`config.mk`:
```
export PLATFORM = sky130hd
export DESIGN_NAME = ddr_burst_sequencer
export DESIGN_NICKNAME = d
export VERILOG_FILES = /design/src/rtl/ddr_burst_sequencer.sv
export SDC_FILE = /design/constraint.sdc
export NUM_CORES = 1
export LEC_CHECK = 0
export CAP_MARGIN = 20
export CORE_MARGIN = 5
export CORE_UTILIZATION = 60
export DETAILED_ROUTE_END_ITERATION = 16
export GPL_ROUTABILITY_DRIVEN = 0
export HOLD_SLACK_MARGIN = 0.02
export PLACE_DENSITY_LB_ADDON = 0.1
export SLEW_MARGIN = 15
export SYNTH_ARGS = -nofsm -noshare
export SYNTH_HDL_FRONTEND = slang
export SYNTH_SLANG_ARGS = --single-unit
export TNS_END_PERCENT = 1
```
`constraint.sdc`:
```
create_clock -name clk -period 4.5 [get_ports clk]
set_clock_uncertainty 0.05 [all_clocks]
set_input_delay 0.9 -clock clk [delete_from_list [all_inputs] [get_ports clk]]
set_output_delay 0.9 -clock clk [all_outputs]
set_load 0.02 [all_outputs]
```
`src/rtl/ddr_burst_sequencer.sv`:
```
// ddr_burst_sequencer: issues capture-enable pulses to a DDR-to-SDR converter,
// packs each returned lane pair into one word and buffers the words in a
// small first-word-fall-through FIFO with a valid/ready output. Issue is
// credit-limited so buffered plus in-flight words never exceed the FIFO depth.
module ddr_burst_sequencer #(
  parameter int DATA_W     = 8,
  parameter int LEN_W      = 8,
  parameter int FIFO_DEPTH = 4,
  parameter int PIPE_LAT   = 1
) (
  input  logic                clk,
  input  logic                rst,
  input  logic                start,
  input  logic [LEN_W-1:0]    burst_len,
  output logic                cap_en,
  input  logic [DATA_W-1:0]   sdr_data_0,
  input  logic [DATA_W-1:0]   sdr_data_1,
  output logic [2*DATA_W-1:0] out_data,
  output logic                out_valid,
  input  logic                out_ready,
  output logic                busy,
  output logic                done
);

  localparam int PTR_W = (FIFO_DEPTH > 1) ? $clog2(FIFO_DEPTH) : 1;
  localparam int CNT_W = PTR_W + 1;
  localparam int IF_W  = $clog2(PIPE_LAT + 1);
  localparam int SUM_W = ((CNT_W > IF_W) ? CNT_W : IF_W) + 1;

  typedef enum logic [1:0] {
    S_IDLE  = 2'd0,
    S_ISSUE = 2'd1,
    S_FLUSH = 2'd2,
    S_DONE  = 2'd3
  } state_t;

  state_t              state_q, state_d;
  logic [LEN_W-1:0]    len_q, len_d;
  logic [LEN_W-1:0]    issued_q, issued_d;
  logic [PIPE_LAT-1:0] vld_q, vld_d;
  logic [PTR_W-1:0]    wr_ptr_q, wr_ptr_d;
  logic [PTR_W-1:0]    rd_ptr_q, rd_ptr_d;
  logic [CNT_W-1:0]    fifo_count_q, fifo_count_d;
  logic [2*DATA_W-1:0] mem_q [FIFO_DEPTH];

  logic [IF_W-1:0]     inflight;
  logic [SUM_W-1:0]    occupancy;
  logic                credit_ok;
  logic                push;
  logic                pop;

  // Number of captures still travelling through the converter pipeline.
  function automatic logic [IF_W-1:0] popcount(input logic [PIPE_LAT-1:0] v);
    logic [IF_W-1:0] c;
    c = '0;
    for (int i = 0; i < PIPE_LAT; i++) begin
      c = c + IF_W'(v[i]);
    end
    return c;
  endfunction

  // Credit, handshake and FIFO head: everything here depends on registers,
  // so cap_en/out_valid/out_data are glitch-free decodes of state.
  always_comb begin
    inflight  = popcount(vld_q);
    occupancy = SUM_W'(fifo_count_q) + SUM_W'(inflight);
    credit_ok = (occupancy < SUM_W'(FIFO_DEPTH));
    cap_en    = (state_q == S_ISSUE) && credit_ok;
    push      = vld_q[PIPE_LAT-1];
    out_valid = (fifo_count_q != '0);
    pop       = out_valid && out_ready;
    out_data  = out_valid ? mem_q[rd_ptr_q] : '0;
    busy      = (state_q != S_IDLE);
    done      = (state_q == S_DONE);
  end

  // Next state of the in-flight shift register and the FIFO bookkeeping.
  always_comb begin
    vld_d        = (vld_q << 1) | PIPE_LAT'(cap_en);
    wr_ptr_d     = push ? (wr_ptr_q + PTR_W'(1)) : wr_ptr_q;
    rd_ptr_d     = pop ? (rd_ptr_q + PTR_W'(1)) : rd_ptr_q;
    fifo_count_d = fifo_count_q;
    case ({push, pop})
      2'b10:   fifo_count_d = fifo_count_q + CNT_W'(1);
      2'b01:   fifo_count_d = fifo_count_q - CNT_W'(1);
      default: fifo_count_d = fifo_count_q;
    endcase
  end

  // Burst control FSM: next state, latched length and issue counter.
  always_comb begin
    state_d  = state_q;
    len_d    = len_q;
    issued_d = issued_q;
    case (state_q)
      S_IDLE: begin
        if (start) begin
          if (burst_len != '0) begin
            len_d    = burst_len;
            issued_d = '0;
            state_d  = S_ISSUE;
          end else begin
            state_d = S_DONE;
          end
        end
      end
      S_ISSUE: begin
        if (cap_en) begin
          issued_d = issued_q + LEN_W'(1);
          // len_q is never zero here, so len_q - 1 cannot wrap.
          if (issued_q == len_q - LEN_W'(1)) begin
            state_d = S_FLUSH;
          end
        end
      end
      S_FLUSH: begin
        // Looking at the post-pop count lets done follow the last pop directly.
        if ((inflight == '0) && (fifo_count_d == '0)) begin
          state_d = S_DONE;
        end
      end
      S_DONE: begin
        state_d = S_IDLE;
      end
      default: begin
        state_d = S_IDLE;
      end
    endcase
  end

  // Control registers; reset drops every buffered and in-flight word.
  always_ff @(posedge clk) begin
    if (rst) begin
      state_q      <= S_IDLE;
      len_q        <= '0;
      issued_q     <= '0;
      vld_q        <= '0;
      wr_ptr_q     <= '0;
      rd_ptr_q     <= '0;
      fifo_count_q <= '0;
    end else begin
      state_q      <= state_d;
      len_q        <= len_d;
      issued_q     <= issued_d;
      vld_q        <= vld_d;
      wr_ptr_q     <= wr_ptr_d;
      rd_ptr_q     <= rd_ptr_d;
      fifo_count_q <= fifo_count_d;
    end
  end

  // FIFO storage: data only, validity is carried by the pointers and count.
  always_ff @(posedge clk) begin
    if (push) begin
      mem_q[wr_ptr_q] <= {sdr_data_1, sdr_data_0};
    end
  end

endmodule

```
==> results.py <==
metrics = {
    "cts": {
        "path_clk_slew_ns": 0.09,
        "cts-root-buf": "clkbuf_8",
        "cts_setup_buffers": 0,
        "cts_sinks": 92,
        "cts_tree": "done",
        "cts_hold_buf": 0,
        "cts_resized": 0,
        "numCtsBuffers": 9,
        "ctsLongestPathBuffers": 2,
        "clkLatencyLatePin_ns": 0.35,
        "htree_levels": 3,
    },
    "routing": {
        "drt-wirelength-per-cell_um": 17.0,
        "wl_um": 6990,
        "dr_total_vias": 2320,
        "drc": 0,
        "initialDrtViolationCount": 113,
        "via_per_inst": 5.63,
        "ant_nets": 0,
        "dr.pass1.iters": 4,
    },
    "yosys": {
        "syn-cell-area_um2": 4030,
        "yosys.area.top_type": "edfxtp_1",
        "synth_cell_types": 46,
        "yosysWarningCount": 0,
        "yosysSeqAreaShare": 0.617,
        "synthTopCellsByCount": "edfxtp_1 (64), dfxtp_1 (28), nor2_1 (28), and2_1 (21), mux4_2 (16)",
        "syn_area_per_cell_um2": 14.3,
        "synth_edf_count": 64,
        "async_reset_ff_frac": 0,
        "syn_inst": 282,
        "ys_seq_elements": 92,
        "yosysMostFrequentCell": "edfxtp_1",
        "synth_nets": 323,
        "synth.top_cell.area_share": 0.477,
        "synth-main-ff-cell": "edfxtp_1",
        "synth_area_leaders": "edfxtp_1 (48%), dfxtp_1 (14%), mux4_2 (8.9%)",
    },
    "power_and_ir_drop": {
        "swShare": 0.319,
        "power_frac_comb": 0.348,
        "p_per_area_nw_per_um2": 518,
        "power_uw": 2470,
        "internal_power_uw": 1680,
        "power.share.clock": 0.228,
        "p_sw_uw": 787,
        "p_leak_uw": 0.00164,
        "ir_worst_vdd_v": 0.000295,
        "pwr-share-seq": 0.424,
    },
    "grt": {
        "grt_start_max_net_pins": 21,
        "antenna_found_initial": 0,
        "grt_pass1_wl_um": 11900,
        "grt_util_all_layers": 0.182,
        "grt_pass1_vias": 2391,
        "overflow": 0,
    },
    "finish": {
        "nFillCells": 408,
        "multiInputGateArea_um2": 1450,
        "seqCellArea_um2": 2480,
        "nets": 371,
        "drive_gt1_frac": 0.122,
        "areaGrowthSynthToFinish_pct": 18.2,
        "num_antenna_cells": 0,
    },
    "timing": {
        "grt_setup_unrepaired": "no",
        "setup_tns_ns": 0,
        "setup_viol": 0,
        "worst_pin_slew_ns": 0.837,
        "finalHoldViolations": 0,
        "fin_crit_sh": 0.757,
        "fin_crit_ns": 3.40,
        "slew-limit-headroom": 0.442,
        "max_clock_freq_mhz": 294,
        "drv_slew": 0,
    },
    "worst_setup_path": {
        "arrival_ns": 3.62,
        "required_ns": 4.71,
        "startpoint_type": "register",
        "crit_fanout": 18,
        "slowest_stage": "or3_1",
        "cpPeakStageDelay_ns": 0.51,
        "criticalPathCategory": "register to register",
        "crit_chain": "or3_1 -> and2_1 -> ha_1 -> inv_1 -> fa_1 -> xor2_1 -> o21a_1 -> or4_1 -> a21oi_1 -> nand2_2 -> a221oi_2",
        "worst_setup_path_end_kind": "register",
    },
    "die": {
        "num_io_pins": 48,
        "num_rows": 29,
        "dieArea_um2": 8450,
        "start_util": 0.627,
        "die_h_um": 91.9,
        "die_x_um": 91.9,
        "fp.coreArea_um2": 6420,
    },
    "worst_hold_path": {
        "min_path_type": "register to register",
    },
    "placed_design": {
        "dpl.hpwl_um": 4730,
        "port_buffers": 47,
    },
    "run": {
        "cap_violations": 0,
    },
    "status": {
        "outcome": "complete, no violations",
    },
}
==> flip-flops by register name (all words and copies together), names as in the netlist, named ones only <==
signal,count
len_q,8
issued_q,8
state_q,2
wr_ptr_q,2
fifo_count_q,3
rd_ptr_q,2
push,1
mem_q,64
==> path summary, 6_finish.rpt <==
check | start | end | slack (ns) | cells after the start
max | fifo_count_q[0] | state_q[0] | 1.10 | 11
min | issued_q[7] | issued_q[7] | 0.47 | 2
max reg2reg | fifo_count_q[0] | state_q[0] | 1.10 | 11
min reg2reg | issued_q[7] | issued_q[7] | 0.47 | 2
==> cells by family after synthesis <==
group / count (synthesis) / share of synthesized area
xor gates and xnor gates: 20 / 0.0454
adders and majority gates: 13 / 0.0423
DFF: 92 / 0.617
and+or+nand+nor: 82 / 0.109
muxes: 23 / 0.107
AOI/OAI and AO/OA: 27 / 0.0566
buffers and inverters: 25 / 0.0236
==> cell usage in the layout (no fill, tap or decap), types with 2 or more instances in the layout <==
cell type        netlist  routed
nand2_1                5       5
clkdlybuf4s50_1        0      47
xor2_1                10      10
clkbuf_8               0      10
and3_1                 2       2
ha_1                  12      12
and2_1                21      21
dfxtp_1               28      28
inv_1                 14      14
or4_1                  4       4
inv_6                  0       2
edfxtp_1              64      64
nand4_1                3       3
nor2_1                28      28
xnor2_1                9       9
a21oi_1                9       9
or3_1                  4       4
a31o_1                 2       2
mux2i_1                7       7
mux4_2                16      16
nor3_1                 7       7
o21ai_0                2       2
==> stage by stage <==
| step | utilization | setup WS (ns) | instance area, um^2 | instances | hold slack, ns |
|---|---|---|---|---|---|
| after floorplan | - | 1.36 | 4030 | 282 | 0.420 |
| after detailed placement | 0.710 | 0.759 | 4560 | 396 | 0.455 |
| final | 0.741 | 1.10 | 4760 | 412 | 0.469 |
| after global routing | 0.741 | 0.881 | 4760 | 412 | 0.525 |
| after global placement | 0.710 | 0.824 | 4560 | 396 | 0.434 |
| after CTS | 0.741 | 1.07 | 4760 | 412 | 0.470 |
==> routing by layer <==
| layer | track usage | routed length [um] |
|---|---|---|
| met1 | 0.232 | 3030 |
| met2 | 0.306 | 3520 |
| met3 | 0.0336 | 313 |
| met5 | 0 | 0 |
| met4 | 0.0780 | 130 |
==> cell type report <==
cell class	instances	share of cell area
Multi-Input combinational cell	165	0.304
Inverter	14	0.0110
Clock buffer	11	0.0297
Timing Repair Buffer	48	0.100
Tap cell	77	0.0202
Sequential cell	92	0.522
Clock inverter	5	0.0126
==> power groups by stage <==
stage                     clock network, uW  logic, uW  registers (uW)
after global routing                    609        944            1060
after floorplan                           0        617            1040
after global placement                    0        845            1060
final                                   562        859            1050
after CTS                               575        866            1050
after detailed placement                  0        859            1060
==> critical path, delay by kind of cell (launching register included) <==
family | cells | cell delay, ns
AOI/OAI and AO/OA | 3 | 0.69
adders and majority gates | 2 | 0.58
xor gates and xnor gates | 1 | 0.17
buffers and inverters | 1 | 0.06
and+or+nand+nor | 4 | 1.37
DFF | 1 | 0.40
No activity file was read; power rests on OpenSTA's default activity.
